File: config.mk
export PLATFORM = sky130hd
export DESIGN_NAME = mc_control
export DESIGN_NICKNAME = d
export VERILOG_FILES = /design/src/rtl/mc_pkg.sv /design/src/rtl/mc_decode.sv /design/src/rtl/mc_control.sv
export SDC_FILE = /design/constraint.sdc
export NUM_CORES = 1
export LEC_CHECK = 0
export BUFFER_PORTS_ARGS = -buffer_cell sky130_fd_sc_hd__buf_2
export CORE_ASPECT_RATIO = 1.25
export CORE_MARGIN = 2
export CORE_UTILIZATION = 39
export DETAILED_ROUTE_END_ITERATION = 10
export PLACE_DENSITY = 0.84
export RECOVER_POWER = 25
export REMOVE_ABC_BUFFERS = 1
export SETUP_SLACK_MARGIN = 0.1
export SYNTH_ARGS = -nofsm -noshare
export SYNTH_HDL_FRONTEND = slang
export SYNTH_SLANG_ARGS = --single-unit
File: constraint.sdc
create_clock -name clock -period 1.3 [get_ports clock]
set_input_delay 0.195 -clock clock [delete_from_list [all_inputs] [get_ports clock]]
set_output_delay 0.195 -clock clock [all_outputs]
set_load 0.02 [all_outputs]
File: src/rtl/mc_pkg.sv
// Shared encodings for the multicycle MIPS-subset control unit: FSM states,
// ALU operation codes, opcode/func values and datapath mux select codes.
package mc_pkg;

    typedef enum logic [2:0] {
        SIF  = 3'd0,
        SID  = 3'd1,
        SEXE = 3'd2,
        SMEM = 3'd3,
        SWB  = 3'd4
    } state_e;

    localparam logic [3:0] ALUC_ADD  = 4'b0000;
    localparam logic [3:0] ALUC_SUB  = 4'b0100;
    localparam logic [3:0] ALUC_AND  = 4'b0001;
    localparam logic [3:0] ALUC_OR   = 4'b0101;
    localparam logic [3:0] ALUC_XOR  = 4'b0010;
    localparam logic [3:0] ALUC_LUI  = 4'b0110;
    localparam logic [3:0] ALUC_SLL  = 4'b0011;
    localparam logic [3:0] ALUC_SRL  = 4'b0111;
    localparam logic [3:0] ALUC_SRA  = 4'b1111;
    localparam logic [3:0] ALUC_HAMD = 4'b1011;

    localparam logic [5:0] OP_RTYPE = 6'b000000;
    localparam logic [5:0] OP_J     = 6'b000010;
    localparam logic [5:0] OP_JAL   = 6'b000011;
    localparam logic [5:0] OP_BEQ   = 6'b000100;
    localparam logic [5:0] OP_BNE   = 6'b000101;
    localparam logic [5:0] OP_ADDI  = 6'b001000;
    localparam logic [5:0] OP_ANDI  = 6'b001100;
    localparam logic [5:0] OP_ORI   = 6'b001101;
    localparam logic [5:0] OP_XORI  = 6'b001110;
    localparam logic [5:0] OP_LUI   = 6'b001111;
    localparam logic [5:0] OP_LW    = 6'b100011;
    localparam logic [5:0] OP_SW    = 6'b101011;

    localparam logic [5:0] FN_ADD  = 6'b100000;
    localparam logic [5:0] FN_SUB  = 6'b100010;
    localparam logic [5:0] FN_AND  = 6'b100100;
    localparam logic [5:0] FN_OR   = 6'b100101;
    localparam logic [5:0] FN_XOR  = 6'b100110;
    localparam logic [5:0] FN_SLL  = 6'b000000;
    localparam logic [5:0] FN_SRL  = 6'b000010;
    localparam logic [5:0] FN_SRA  = 6'b000011;
    localparam logic [5:0] FN_JR   = 6'b001000;
    localparam logic [5:0] FN_HAMD = 6'b110000;

    localparam logic [1:0] SRCB_RT   = 2'b00;
    localparam logic [1:0] SRCB_FOUR = 2'b01;
    localparam logic [1:0] SRCB_IMM  = 2'b10;
    localparam logic [1:0] SRCB_BR   = 2'b11;

    localparam logic [1:0] PC_ALU    = 2'b00;
    localparam logic [1:0] PC_BRANCH = 2'b01;
    localparam logic [1:0] PC_RS     = 2'b10;
    localparam logic [1:0] PC_JUMP   = 2'b11;

    // Instruction-class flags produced by the decoder; exactly one class bit
    // (rtype/itype/load/store/branch/jump/jal/jr/illegal) is set per opcode.
    typedef struct packed {
        logic rtype;
        logic shift;
        logic itype;
        logic load;
        logic store;
        logic branch;
        logic bne;
        logic jump;
        logic jal;
        logic jr;
        logic sext;
        logic illegal;
    } dec_t;

endpackage

File: src/rtl/mc_decode.sv
// Combinational op/func decoder: instruction-class flags plus the ALU
// operation. MC_CTRL_HAMD_EN makes R-type func 110000 a legal instruction.
module mc_decode
    import mc_pkg::*;
(
    input  logic [5:0] op_i,
    input  logic [5:0] func_i,
    output dec_t       dec_o,
    output logic [3:0] aluc_o
);

    always_comb begin
        // NOTE: every output is defaulted before the case so no path can infer a latch.
        dec_o  = '0;
        aluc_o = ALUC_ADD;
        case (op_i)
            OP_RTYPE: begin
                dec_o.rtype = 1'b1;
                case (func_i)
                    FN_ADD: aluc_o = ALUC_ADD;
                    FN_SUB: aluc_o = ALUC_SUB;
                    FN_AND: aluc_o = ALUC_AND;
                    FN_OR:  aluc_o = ALUC_OR;
                    FN_XOR: aluc_o = ALUC_XOR;
                    FN_SLL: begin
                        aluc_o      = ALUC_SLL;
                        dec_o.shift = 1'b1;
                    end
                    FN_SRL: begin
                        aluc_o      = ALUC_SRL;
                        dec_o.shift = 1'b1;
                    end
                    FN_SRA: begin
                        aluc_o      = ALUC_SRA;
                        dec_o.shift = 1'b1;
                    end
                    FN_JR: begin
                        dec_o.rtype = 1'b0;
                        dec_o.jr    = 1'b1;
                    end
`ifdef MC_CTRL_HAMD_EN
                    FN_HAMD: aluc_o = ALUC_HAMD;
`endif
                    default: begin
                        dec_o.rtype   = 1'b0;
                        dec_o.illegal = 1'b1;
                    end
                endcase
            end
            OP_ADDI: begin
                dec_o.itype = 1'b1;
                dec_o.sext  = 1'b1;
            end
            OP_ANDI: begin
                dec_o.itype = 1'b1;
                aluc_o      = ALUC_AND;
            end
            OP_ORI: begin
                dec_o.itype = 1'b1;
                aluc_o      = ALUC_OR;
            end
            OP_XORI: begin
                dec_o.itype = 1'b1;
                aluc_o      = ALUC_XOR;
            end
            OP_LUI: begin
                dec_o.itype = 1'b1;
                aluc_o      = ALUC_LUI;
            end
            OP_LW: begin
                dec_o.load = 1'b1;
                dec_o.sext = 1'b1;
            end
            OP_SW: begin
                dec_o.store = 1'b1;
                dec_o.sext  = 1'b1;
            end
            OP_BEQ: begin
                dec_o.branch = 1'b1;
                aluc_o       = ALUC_SUB;
            end
            OP_BNE: begin
                dec_o.branch = 1'b1;
                dec_o.bne    = 1'b1;
                aluc_o       = ALUC_SUB;
            end
            OP_J:    dec_o.jump    = 1'b1;
            OP_JAL:  dec_o.jal     = 1'b1;
            default: dec_o.illegal = 1'b1;
        endcase
    end

endmodule

File: src/rtl/mc_control.sv
// Multicycle control unit: state register plus combinational datapath
// controls. Optional build macro: MC_CTRL_HAMD_EN (enables R-type func 110000).
module mc_control
    import mc_pkg::*;
(
    input  logic       clock,
    input  logic       resetn,
    input  logic [5:0] op,
    input  logic [5:0] func,
    input  logic       z,
    output logic       wpc,
    output logic       wir,
    output logic       wmem,
    output logic       wreg,
    output logic       iord,
    output logic       regrt,
    output logic       m2reg,
    output logic       shift,
    output logic       alusrca,
    output logic [1:0] alusrcb,
    output logic       sext,
    output logic [1:0] pcsource,
    output logic       jal,
    output logic [3:0] aluc,
    output logic [2:0] state
);

    state_e     state_q;
    state_e     state_d;
    dec_t       dec;
    logic [3:0] dec_aluc;
    logic       wpc_c;
    logic       wir_c;
    logic       wmem_c;
    logic       wreg_c;

    mc_decode u_decode (
        .op_i   (op),
        .func_i (func),
        .dec_o  (dec),
        .aluc_o (dec_aluc)
    );

    always_ff @(posedge clock or negedge resetn) begin
        // NOTE: sequential state uses non-blocking (<=) so every flop samples pre-edge values.
        if (!resetn) begin
            state_q <= SIF;
        end else begin
            state_q <= state_d;
        end
    end

    always_comb begin
        state_d  = SIF;
        wpc_c    = 1'b0;
        wir_c    = 1'b0;
        wmem_c   = 1'b0;
        wreg_c   = 1'b0;
        iord     = 1'b0;
        regrt    = 1'b0;
        m2reg    = 1'b0;
        shift    = 1'b0;
        alusrca  = 1'b0;
        alusrcb  = SRCB_RT;
        sext     = 1'b0;
        pcsource = PC_ALU;
        jal      = 1'b0;
        aluc     = ALUC_ADD;
        case (state_q)
            SIF: begin
                wpc_c   = 1'b1;
                wir_c   = 1'b1;
                alusrcb = SRCB_FOUR;
                state_d = SID;
            end
            SID: begin
                // PC + (imm<<2) is computed here so the branch target is ready in SEXE.
                alusrcb = SRCB_BR;
                sext    = 1'b1;
                if (dec.illegal) begin
                    state_d = SIF;
                end else if (dec.jump || dec.jal) begin
                    wpc_c    = 1'b1;
                    pcsource = PC_JUMP;
                    wreg_c   = dec.jal;
                    jal      = dec.jal;
                    state_d  = SIF;
                end else if (dec.jr) begin
                    wpc_c    = 1'b1;
                    pcsource = PC_RS;
                    state_d  = SIF;
                end else begin
                    state_d = SEXE;
                end
            end
            SEXE: begin
                // Every execute-stage operation takes rs (or sa) as the A operand.
                alusrca = 1'b1;
                aluc    = dec_aluc;
                if (dec.rtype) begin
                    alusrcb = SRCB_RT;
                    shift   = dec.shift;
                    state_d = SWB;
                end else if (dec.branch) begin
                    alusrcb = SRCB_RT;
                    if (dec.bne ^ z) begin
                        wpc_c    = 1'b1;
                        pcsource = PC_BRANCH;
                    end
                    state_d = SIF;
                end else begin
                    alusrcb = SRCB_IMM;
                    sext    = dec.sext;
                    state_d = (dec.load || dec.store) ? SMEM : SWB;
                end
            end
            SMEM: begin
                iord = 1'b1;
                if (dec.store) begin
                    wmem_c  = 1'b1;
                    state_d = SIF;
                end else begin
                    state_d = SWB;
                end
            end
            SWB: begin
                wreg_c  = 1'b1;
                regrt   = dec.itype || dec.load;
                m2reg   = dec.load;
                state_d = SIF;
            end
            default: state_d = SIF;
        endcase
    end

    // Write enables are masked while reset is held; the FSM already shows SIF.
    assign wpc   = wpc_c  & resetn;
    assign wir   = wir_c  & resetn;
    assign wmem  = wmem_c & resetn;
    assign wreg  = wreg_c & resetn;
    assign state = state_q;

endmodule
After elaboration in Yosys (flattened, before gate mapping)
Cells that the tools add are included.

Register bits after elaboration: 3. Output and inout port bits: 22.

Equality and inequality tests: 23. Multiplexer cells: 59. Bitwise operators: 5. Reductions and logical operators: 13.

Operators by type and width (number): $eq A6 B6 Y1 const B (7); $eq A6 B4 Y1 const B (6); $mux W1 (36); $pmux W4 S7 (1); $eq A6 B2 Y1 const B (4); $pmux W4 S6 (1); $mux W2 (9); $eq A6 B3 Y1 const B (2); $logic_not A6 Y1 (2); $mux W3 (4); $pmux W3 S4 (1); $reduce_or A11 Y1 (1); $reduce_or A9 Y1 (1); $reduce_or A8 Y1 (1); $eq A3 B2 Y1 const B (2); $pmux W1 S2 (3); $pmux W2 S3 (1); $reduce_or A3 Y1 (2); $reduce_or A5 Y1 (1); $and A1 B1 Y1 (4); $mux W4 (1); $pmux W2 S2 (1); $eq A3 B1 Y1 const B (1); $eq A3 B3 Y1 const B (1); 5 further kinds (7).

Logic depth before layout (Yosys ltp)
Depth after elaboration: 8. Mapped depth: 5. Gate-level depth less buffers: 4.

Modules after synthesis
Synthesis repeated with hierarchy kept, for this count alone.

Cells, all modules: 106. Area, all modules: 724.4 sq um.

Modules (own cells, without submodules): mc_control (area each 374.1 sq um, times used 1, cells an instance 50, sequential area each 75.1 sq um); mc_decode (area each 350.3 sq um, times used 1, cells an instance 56, sequential area each 0.0 sq um).

Least setup slack after synthesis
OpenSTA, ideal clock, no wires.

Path kind: reg2out. From: reg state_q[1] (netlist: state[1]). To: out aluc[0]. Cell stages (with the launch flop): 5. Data arrival time: 2.195 ns. Buffers on the path: 1. Data required time: 1.105 ns. Path slack: -1.090 ns. Path through: dfrtp_1 -> buf_4 -> nor3b_2 -> o2111ai_1 -> nor4b_1.

Cells in the longest elaborated chain, start to end: 2.

RTL lines: start: declaration (line mc_control.sv:28) `state_e state_q;`; start signal: assignment (line mc_control.sv:49) `state_q <= state_d;`; $eq A3 B2 Y1 (line mc_control.sv:69) `case (state_q)`; $mux W4 (line mc_control.sv:69); end: declaration (line mc_control.sv:24) `output logic [3:0] aluc,`.

Every way passes these cells.

Worst setup path after layout
From: reg state_q[0] (netlist: state[0]). To: out alusrcb[1].

Cells in the longest elaborated chain, start to end: 2. Elaborated cells on any way between the ends: 4.

RTL lines: $eq A3 B2 Y1, or another cell as far along (line mc_control.sv:69); $pmux W2 S3 * (line mc_control.sv:69); end: declaration (line mc_control.sv:20) `output logic [1:0] alusrcb,`.

Mark *: on every way between the ends. The rest lies on a longest branch, timed or not.

==> run metrics <==
status=finished, violations left; failing checks=setup timing; DR pass1 iterations=4; vias per cell=6.07; DRC viols=0; Slew Limit Fails=0; fin crit period=1.85 ns; largest net degree at the start of global routing=14; Fin Clk Skew=0.00209 ns; Overall Global Routing Usage=30.7%; CTS H-tree depth=1; Cells on Worst Hold Path=3; Reg area=77.6 sq um; final core utilization=84.9%; first-pass GRT wire length=4.37 mm; Most used DFF post-synth=dfrtp_1; CTS buffer count=3; Async SR Flop Fraction=100%; Pleak=0.577 nW; Post-Synthesis Cell Area=648 sq um; post-synthesis sequential area ratio=11.6%; Synth Area in Simple Gates=53.3%; Hold WC Path Type=in2reg; IO Pins=37; crit path kind=reg2out; Synth Area in Compound Gates=28.8%; FP Rows=16; top cell type by total area after synthesis=dfrtp_1; clk sinks=3; Final TNS setup=-7.76 ns; max reg flops=3; largest family of logic cells by synthesized area=simple AND/OR/NAND/NOR gates; largest fanout on the critical path=5; Worst-path clk slew=0.04 ns; clock root buffer=clkbuf_4; initial antenna violation count=0; critical path cell sequence=nor3b_4 > buf_4 > nand2_1 > o21ai_0 > buf_2; final period utilization=142%; Fillers=87; Worst-Skew Late Latency=0.23 ns; largest cells by area after synthesis=dfrtp_1 (12%), nor2_1 (8.7%), nand2b_1 (5.8%); achievable frequency=541 MHz; CP Capture Type=output pin; diode count=0; final WL=3.19 mm; gpl congestion=0.845; final hold viol count=0; critical path arrival=1.65 ns; Setup WS post-layout=-0.547 ns; Worst EP required=1.11 ns; Starting Density=41.5%; Synth Area per Inst=6.61 sq um; Synth Area in Adders=0%; DRT antenna net count=0; synth warn=0; routed len/inst=17.4 um; Clock Path Buffers=2; Die ar.=2010 sq um; grt total ovfl=0; CP max stage cell=dfrtp_2; Peak VDD IR=494 uV; Synth Area in XOR/XNOR=1.35%; area delta synth->final=105%; #FFs+latches synth=3; pwr dens=979 nW/um^2; Distinct cells, synth=44; # Max-Cap Violations=0; area share of the leading cell type in the synthesized netlist=11.6%; crit start category=register; final setup violating endpoints=20; DPL Wire Length=1.85 mm; Tightest Pin Transition=0.548 ns; TritonCTS clock tree=built; Iteration-0 DRC Markers=45; via count=1111; DP Worst Slack=-0.418 ns; mux share of post-synthesis cell area=0%; Reg2Reg Depth=5; DIE HEIGHT=49.6 um; Post-Synthesis Cells=98; fin nets=181; vias in the first global route=1056; max_slew headroom=63.1%; number of cells after detailed placement=174; final std cells w/o fill=183; Max stage delay on crit path=0.43 ns; fraction of layout cells with a size suffix above 1=61.2%; port bufs=36; area of the multi-input gates=689 sq um; Die Wd=40.5 um; Core Region=1560 sq um; Post-synth EDFFs=0; RSZ-0062 raised after global routing=yes
## per-stage QoR
stage          total power, mW  hold WS [ns]  instance area, sq um
2_1_floorplan            0.475        -0.101                   619
5_1_grt                   1.35         0.359                  1330
4_1_cts                   1.17         0.300                  1230
3_3_place_gp             0.823       0.00613                  1030
6_report                  1.30         0.364                  1330
3_5_place_dp             0.846       0.00997                  1030
## cell usage in the layout (no fill, tap or decap), types with 2 or more instances in the layout
cell,n
nor3_1,2
dfrtp_2,2
nor4_1,3
nor2b_4,2
o22a_1,2
nand2_1,7
nor2_4,4
a21oi_1,4
nor2b_1,3
nor2_1,10
or3_1,2
o21ai_0,3
buf_2,22
nand2_2,2
nand2b_1,5
nand3_1,3
clkbuf_4,3
a21oi_2,3
buf_4,35
buf_6,11
## cells in the mapped netlist, types with 2 or more instances
master / n
clkbuf_1: 3
nor2_1: 15
nor4_1: 3
dfrtp_1: 3
or3_1: 2
nand2b_1: 6
o21ai_0: 3
nand3_1: 3
buf_2: 2
nor2b_1: 5
nor3b_1: 2
nor3_1: 3
nand2_1: 9
o22a_1: 2
a31oi_1: 2
a21oi_1: 6
or2_2: 2
## logic make-up after synthesis
group / count (synthesis)
and+or+nand+nor: 60
buffers and inverters: 7
AOI/OAI and AO/OA: 27
xor gates and xnor gates: 1
DFF: 3
## power breakdown
| part | internal, mW | total [mW] | switching [mW] |
|---|---|---|---|
| logic | 0.451 | 0.965 | 0.514 |
| registers | 0.123 | 0.162 | 0.0385 |
| clock network | 0.116 | 0.171 | 0.0559 |
## layer usage
| layer | up-vias | part of all wire [%] | global-route usage, % |
|---|---|---|---|
| met5 | - | 0 | 0 |
| met4 | 0 | 4.8 | 15.0 |
| met3 | 14 | 6.8 | 3.15 |
| met2 | 68 | 52 | 56.3 |
| met1 | 525 | 36 | 31.0 |
| li1 | 504 | - | - |
## worst max-delay path: cells and delay by family (launching register included)
family	cells	cell delay, ns
compound gates	1	0.19
flops	1	0.43
simple gates	2	0.38
buf+inv	2	0.42
## final timing paths
kind | from | endpoint | slack (ns)
setup / recovery | state[0] | alusrcb[1] | -0.55
hold / removal | op[4] | state[1] | 0.36
setup reg to reg | state[2] | state[1] | -0.12
hold reg to reg | state[1] | state[0] | 0.72
max in group asynchronous | resetn | state[0] | 0.73
min in group asynchronous | resetn | state[1] | 0.40
## cell type report
class / count / share of cell area [%]
timing repair buffer: 69 / 38.2
sequential: 3 / 5.85
inverter: 1 / 0.283
tap: 18 / 1.70
clock buffer: 4 / 1.98
multi-input combinational: 88 / 52.0
## what timing repair did
action,in CTS,in global routing
hold endpoints to repair,3,0
resized for setup,38,21
setup endpoints to repair,21,22
hold buffers,1,0
buffers inserted,3,1
pin swaps,7,7
(Power assumes the default switching activity.)
